--- src/rtl/fetch_stage.sv ---
// IF stage and IF/ID pipeline register: owns the PC, squashes wrong-path fetches on taken
// branches, freezes on stall, and stops the front end on HLT so the pipeline drains.
module fetch_stage #(
   parameter int unsigned          DATA_W     = 16,
   parameter logic [DATA_W-1:0]    RESET_PC   = 16'h0000,
   parameter logic [DATA_W-1:0]    NOP_INSTR  = 16'h0000,
   parameter logic [3:0]           HLT_OPCODE = 4'hF
) (
   input  logic              clk,
   input  logic              rst_n,
   input  logic              stall,
   input  logic              branch_taken,
   input  logic [DATA_W-1:0] branch_target,
   input  logic [DATA_W-1:0] imem_data,
   output logic [DATA_W-1:0] imem_addr,
   output logic [DATA_W-1:0] IFID_instr,
   output logic [DATA_W-1:0] IFID_pc,
   output logic [DATA_W-1:0] IFID_pc_plus2,
   output logic              IFID_valid,
   output logic              fetch_halted
);

   typedef enum logic {
      S_RUN  = 1'b0,
      S_HALT = 1'b1
   } state_e;

   state_e            state_q, state_d;
   logic [DATA_W-1:0] pc_q, pc_d;
   logic [DATA_W-1:0] instr_q, instr_d;
   logic [DATA_W-1:0] ifpc_q, ifpc_d;
   logic [DATA_W-1:0] ifpc2_q, ifpc2_d;
   logic              valid_q, valid_d;
   logic [DATA_W-1:0] pc_plus2;
   logic              is_hlt;

   assign pc_plus2 = pc_q + DATA_W'(2);
   assign is_hlt   = (imem_data[DATA_W-1 -: 4] == HLT_OPCODE);

   // Stall is tested first so an undefined imem_data during a stall cannot reach any state.
   always_comb begin
      state_d = state_q;
      pc_d    = pc_q;
      instr_d = instr_q;
      ifpc_d  = ifpc_q;
      ifpc2_d = ifpc2_q;
      valid_d = valid_q;
      unique case (state_q)
         S_RUN: begin
            if (stall) begin
               // hold everything; ID re-asserts any branch once the stall clears
            end else if (branch_taken) begin
               pc_d    = branch_target;
               instr_d = NOP_INSTR;
               valid_d = 1'b0;
            end else if (is_hlt) begin
               instr_d = imem_data;
               ifpc_d  = pc_q;
               ifpc2_d = pc_plus2;
               valid_d = 1'b1;
               state_d = S_HALT;
            end else begin
               instr_d = imem_data;
               ifpc_d  = pc_q;
               ifpc2_d = pc_plus2;
               valid_d = 1'b1;
               pc_d    = pc_plus2;
            end
         end
         S_HALT: begin
            if (!stall) begin
               instr_d = NOP_INSTR;
               valid_d = 1'b0;
            end
         end
         default: state_d = S_RUN;
      endcase
   end

   always_ff @(posedge clk or negedge rst_n) begin
      if (!rst_n) begin
         state_q <= S_RUN;
         pc_q    <= RESET_PC;
         instr_q <= NOP_INSTR;
         ifpc_q  <= '0;
         ifpc2_q <= '0;
         valid_q <= 1'b0;
      end else begin
         state_q <= state_d;
         pc_q    <= pc_d;
         instr_q <= instr_d;
         ifpc_q  <= ifpc_d;
         ifpc2_q <= ifpc2_d;
         valid_q <= valid_d;
      end
   end

   assign imem_addr     = pc_q;
   assign IFID_instr    = instr_q;
   assign IFID_pc       = ifpc_q;
   assign IFID_pc_plus2 = ifpc2_q;
   assign IFID_valid    = valid_q;
   assign fetch_halted  = (state_q == S_HALT);

endmodule
--- config.mk ---
export PLATFORM = sky130hd
export DESIGN_NAME = fetch_stage
export DESIGN_NICKNAME = d
export VERILOG_FILES = /design/src/rtl/fetch_stage.sv
export SDC_FILE = /design/constraint.sdc
export NUM_CORES = 1
export LEC_CHECK = 0
export CORE_MARGIN = 8
export CORE_UTILIZATION = 40
export CTS_CLUSTER_DIAMETER = 80
export DETAILED_ROUTE_END_ITERATION = 16
export GPL_TIMING_DRIVEN = 0
export PLACE_DENSITY_LB_ADDON = 0.12
export SLEW_MARGIN = 20
export SYNTH_ARGS = -nofsm -noshare
export SYNTH_HDL_FRONTEND = slang
export SYNTH_SLANG_ARGS = --single-unit
--- constraint.sdc ---
create_clock -name clk -period 2.3 [get_ports clk]
set_clock_uncertainty 0.2 [all_clocks]
set_input_delay 0.46 -clock clk [delete_from_list [all_inputs] [get_ports clk]]
set_output_delay 0.46 -clock clk [all_outputs]
set_load 0.005 [all_outputs]
### Yosys cells after proc, flatten, opt, wreduce, memory -nomap -nowiden

Index checks and enable logic that the tools add are counted.
W data, S select, Z words.

| operators by class | value |
|---|---|
| reduce and logical (&&, ||, !) cells | 3 |
| bitwise operators | 3 |
| mux-type cells | 14 |
| add/sub/neg operators | 1 |
| eq/ne operators | 4 |

Operators with widths:

| kind | number |
|---|---|
| $mux W16 | 5 |
| $pmux W16 S2 | 1 |
| $add A16 B2 Y16 const B | 1 |
| $mux W1 | 7 |
| $ne A2 B2 Y1 const B | 3 |
| $reduce_and A3 Y1 | 2 |
| $eq A4 B4 Y1 const B | 1 |
| $not A1 Y1 | 3 |
| $pmux W1 S2 | 1 |
| $reduce_and A2 Y1 | 1 |

| word-level totals | value |
|---|---|
| bits in registers | 66 |
| input port bits | 36 |

### Depth between registers and ports, before layout

| logic depth | value |
|---|---|
| depth after elaboration | 5 |
| depth in mapped cells | 6 |
| mapped depth without buffers | 5 |

### Worst setup path after synthesis

OpenSTA, ideal clock, no wires.

| timing path | value |
|---|---|
| path type | register -> register |
| start | register pc_q[1], in the netlist imem_addr[1] |
| end | register ifpc2_q[15], in the netlist IFID_pc_plus2[15] |
| data arrival time | 1.611 ns |
| buffers on the path | 0 |
| required time | 1.976 ns |
| path slack | 0.365 ns |
| stages on the path, launching flop included | 6 |
| cell sequence | dfrtp_1 ha_1 nand3_2 nor4_2 nor2_1 a211o_1 |

| on the way | value |
|---|---|
| word-level cells in the longest chain between the ends | 1 |

RTL lines:

| what | line | RTL |
|---|---|---|
| start, declared | 29 | `logic [DATA_W-1:0] pc_q, pc_d;` |
| start signal, assigned | 90 | `pc_q <= pc_d;` |
| $add A16 B2 Y16 | 37 | `assign pc_plus2 = pc_q + DATA_W'(2);` |
| end signal, assigned | 93 | `ifpc2_q <= ifpc2_d;` |
| end, declared | 32 | `logic [DATA_W-1:0] ifpc2_q, ifpc2_d;` |

Every way passes these cells.
A chain may end at the register's enable or synchronous reset.

### Worst setup path in the final report

| timing path | value |
|---|---|
| start | input port stall |
| end | register pc_q[6], in the netlist imem_addr[6] |

| on the way | value |
|---|---|
| word-level cells in the longest chain between the ends | 2 |

RTL lines:

| what | line | RTL |
|---|---|---|
| start, declared | 11 | `input logic stall,` |
| $not A1 Y1 (no source line) | - |  |
| $reduce_and A3 Y1 (no source line) | - |  |

Every way passes these cells.

==> run_results.csv <==
group,metric,value,unit
power,power.density,882,nW/um^2
place,portBuffers,101,
timing,headroom_to_the_max_slew_limit,53.0,%
finish,finish.net_count,453,
synth,ys_top_cells_by_count,"69 x nand2_1, 65 x dfrtp_1, 20 x o21ai_1, 16 x a22o_1, 15 x clkbuf_1",
setup_path,critical_path.reg2reg.endpoint,"IFID_pc_plus2[15]$_DFFE_PN0P_",
setup_path,sort_of_element_at_the_end_of_the_critical_path,"flip-flop",
routing,routed_wl,8.80,mm
timing,period_minus_slack,2240,ps
finish,finalNonFillerCells,520,
power,p_leak,0.00185,uW
timing,hold_viol_final,0,
grt,grt_util_met3,6.40,%
routing,firstDrtPassIters,5,
synth,synth_top_cell_area_share,54.5,%
routing,detailroute.via_count,2677,
grt,top_usage_layer,"met2",
finish,antennaDiodeCount,0,
finish,area.growth.synth_to_final,45.4,%
clock_tree,numClockSinks,65,
power,p_int,2620,uW
timing,final.setup.tns,0,ps
floorplan,placement_rows,31,
setup_path,timing.setup.critical_path_class,"in2reg",
routing,starting_drt_drc_count,68,
grt,grt_remaining_overflow,0,
setup_path,ff2ff_setup_slack,170,ps
timing,unrepaired_setup_endpoints_after_global_routing,"false",
setup_path,reg2reg_depth,5,
grt,grt_use_met2,27.7,%
timing,finalMaxSlewViolations,0,
synth,yosys.cell_types.count,44,
clock_tree,cts_tree,"built",
setup_path,crit_slowest_cell,"a21boi_1",
finish,fill_cells,666,
power,ir_worst_vdd,0.478,mV
power,sw_frac_of_total,31.6,%
hold_path,whs_endpoint,"IFID_pc[11]$_DFFE_PN0P_",
floorplan,design.core.area,7250,sq um
synth,number_of_instances_in_the_synthesized_netlist,302,
power,power_switching,1210,uW
floorplan,die_area,10500,sq um
grt,grt_first_pass_wirelength,14.0,mm
synth,post-synth-top-area-cell,"dfrtp_1",
synth,ys_warn_count,0,
synth,yosys.cell_count.top_type,"nand2_1",
clock_tree,htree_num_levels,3,
synth,ys_ff_latch,65,
clock_tree,cts_root_buffer,"clkbuf_8",
routing,ant_nets,0,
synth,syn-num-nets,339,
timing,setup_viol_count_final,0,
clock_tree,post-cts-setup-buffers,0,
synth,synth.avg_cell_area,9.89,sq um
routing,remaining_design_rule_violation_count,0,
synth,synthFlopType,"dfrtp_1",
power,comb_power_share,34.8,%
setup_path,worstPathArrival,2230,ps
power,power,3830,uW
hold_path,timing.hold.worst.start,"IFID_pc[11]$_DFFE_PN0P_",
grt,globalRouteMet1Util,21.2,%
hold_path,hold_depth,2,
place,post-place-cells,503,
setup_path,timing.critical_path.from_type,"input pin",
timing,slew_worst_pin,703,ps
hold_path,hold_path.class,"reg2reg",
synth,async_flop_share,100,%
power,pwr-share-clk,22.9,%
clock_tree,cts-root-to-sink-buffers,2,
finish,multi_input_gate_area_in_the_final_layout,1220,sq um
setup_path,timing.critical_path.fanout_max,8,
timing,max_freq,447,MHz
finish,regArea,1630,sq um
setup_path,r2r_start,"imem_addr[1]$_DFFE_PN0P_",
routing,via_per_inst,5.15,
grt,number_of_global_route_vias_before_repair,2775,
finish,final_layout_size_suffix_gt1_share,9.50,%
setup_path,timing.critical_path.required,2290,ps
place,dp_hpwl,6.43,mm
routing,routed_wire_length_per_instance,16.9,um
power,power.sequential.fraction,42.3,%
grt,grt_antenna_before_repair,0,
synth,mappedNetlistArea,2990,sq um
clock_tree,worst_skew_pair.late_latency,330,ps
clock_tree,cts.reportedPaths.clkPinSlew,70,ps
place,routability_congestion,0.789,
floorplan,initial_cell_density_of_the_core,41.2,%
setup_path,crit_path_max_incr_delay,650,ps
floorplan,die_height,102,um
synth,largest_cells_by_area_after_synthesis,"dfrtp_1 54%, nand2_1 8.7%, a22o_1 4.7%",
synth,synth_enable_flop_cells,0,
outcome,run_status,"completed",
synth,synth.yosys.seq_area_share,54.5,%
floorplan,floorplan.io_pins,102,
setup_path,crit_chain,"clkdlybuf4s50_1 -> nor2_1 -> a21boi_1 -> o21ai_0 -> o2bb2ai_1",
flow_run,maxCapViolations,0,
floorplan,die_w,102,um
timing,period_share,97.3,%
grt,grt_start_max_net_pins,51,
clock_tree,numCtsBuffers,9,
grt,track_usage,17.6,%
==> kinds of logic after synthesis <==
group / count (synthesis) / share of synthesized area, %
AOI/OAI and AO/OA: 75 / 16.8
and+or+nand+nor: 114 / 19.2
adders and majority gates: 1 / 0.419
DFF: 65 / 54.5
muxes: 3 / 1.05
buffers and inverters: 32 / 4.61
xor gates and xnor gates: 12 / 3.52
==> layout make-up <==
type,count,share of cell area (%)
Buffer,26,2.68
Clock buffer,11,3.49
Clock inverter,5,0.692
Inverter,6,0.519
Multi-Input combinational cell,205,28.2
Sequential cell,65,37.5
Tap cell,99,2.85
Timing Repair Buffer,103,24.1
==> state kept, by name, summed over array words and instances (netlist names) <==
signal and flops:
IFID_instr 16, IFID_pc 16, imem_addr 16, IFID_pc_plus2 15, IFID_valid 1, fetch_halted 1
==> how the worst max path moves through the flow <==
| stage | start | endpoint | slack, ps | depth (start not counted) |
|---|---|---|---|---|
| 2_1_floorplan | imem_addr[1]$_DFFE_PN0P_ | IFID_pc_plus2[15]$_DFFE_PN0P_ | 360 | 5 |
| 3_3_place_gp | rst_n | IFID_instr[8]$_DFFE_PN0P_ | -1700 | 1 |
| 3_5_place_dp | stall | imem_addr[6]$_DFFE_PN0P_ | -240 | 5 |
| 4_1_cts | imem_addr[1]$_DFFE_PN0P_ | IFID_pc_plus2[15]$_DFFE_PN0P_ | 90 | 5 |
| 5_1_grt | branch_taken | IFID_pc[15]$_DFFE_PN0P_ | 8 | 7 |
| 6_report | stall | imem_addr[6]$_DFFE_PN0P_ | 60 | 5 |
==> layer usage <==
| metal | up-vias | wire length, um |
|---|---|---|
| met5 | - | 0 |
| met4 | 0 | 119 |
| met3 | 10 | 837 |
| met2 | 90 | 4000 |
| met1 | 1300 | 3840 |
| li1 | 1277 | - |
==> power groups by stage <==
stage	logic [uW]	registers (uW)	clock network (uW)
3_5_place_dp	1350	1630	0
6_report	1330	1620	877
2_1_floorplan	530	1630	0
5_1_grt	1470	1660	944
4_1_cts	1360	1620	904
3_3_place_gp	1330	1630	0
==> worst max-delay path: cells and delay by family <==
family / cells / cell delay (ps)
simple gates: 1 / 320
compound gates: 3 / 1020
buf+inv: 1 / 430
==> placed cells by master (no fill, tap or decap), types with 8 or more instances in the layout <==
| cell type | netlist | final |
|---|---|---|
| clkdlybuf4s50_1 | 0 | 100 |
| nand2_1 | 69 | 69 |
| dfrtp_1 | 65 | 63 |
| o21ai_1 | 20 | 20 |
| a22o_1 | 16 | 16 |
| clkbuf_1 | 15 | 14 |
| nor2_1 | 11 | 11 |
| a21oi_1 | 11 | 11 |
| clkbuf_8 | 0 | 11 |
| xnor2_1 | 10 | 10 |
| buf_2 | 8 | 8 |
==> what timing repair did <==
item,4_1_cts,5_1_grt
setup endpoints to repair,0,2
hold buffers,1,0
gates resized for setup,0,4
endpoints found under the hold margin,15,0
==> metrics by stage <==
step	setup slack [ps]	utilization, %	hold WS, ps	area, sq um
floorplan	365	-	-35.6	2990
global placement	-1700	56.8	259	4120
detailed placement	-239	57.2	145	4150
CTS	91.2	59.8	290	4340
global route	8.41	59.9	306	4340
finish	62.1	59.9	281	4340
(Power assumes the default switching activity.)
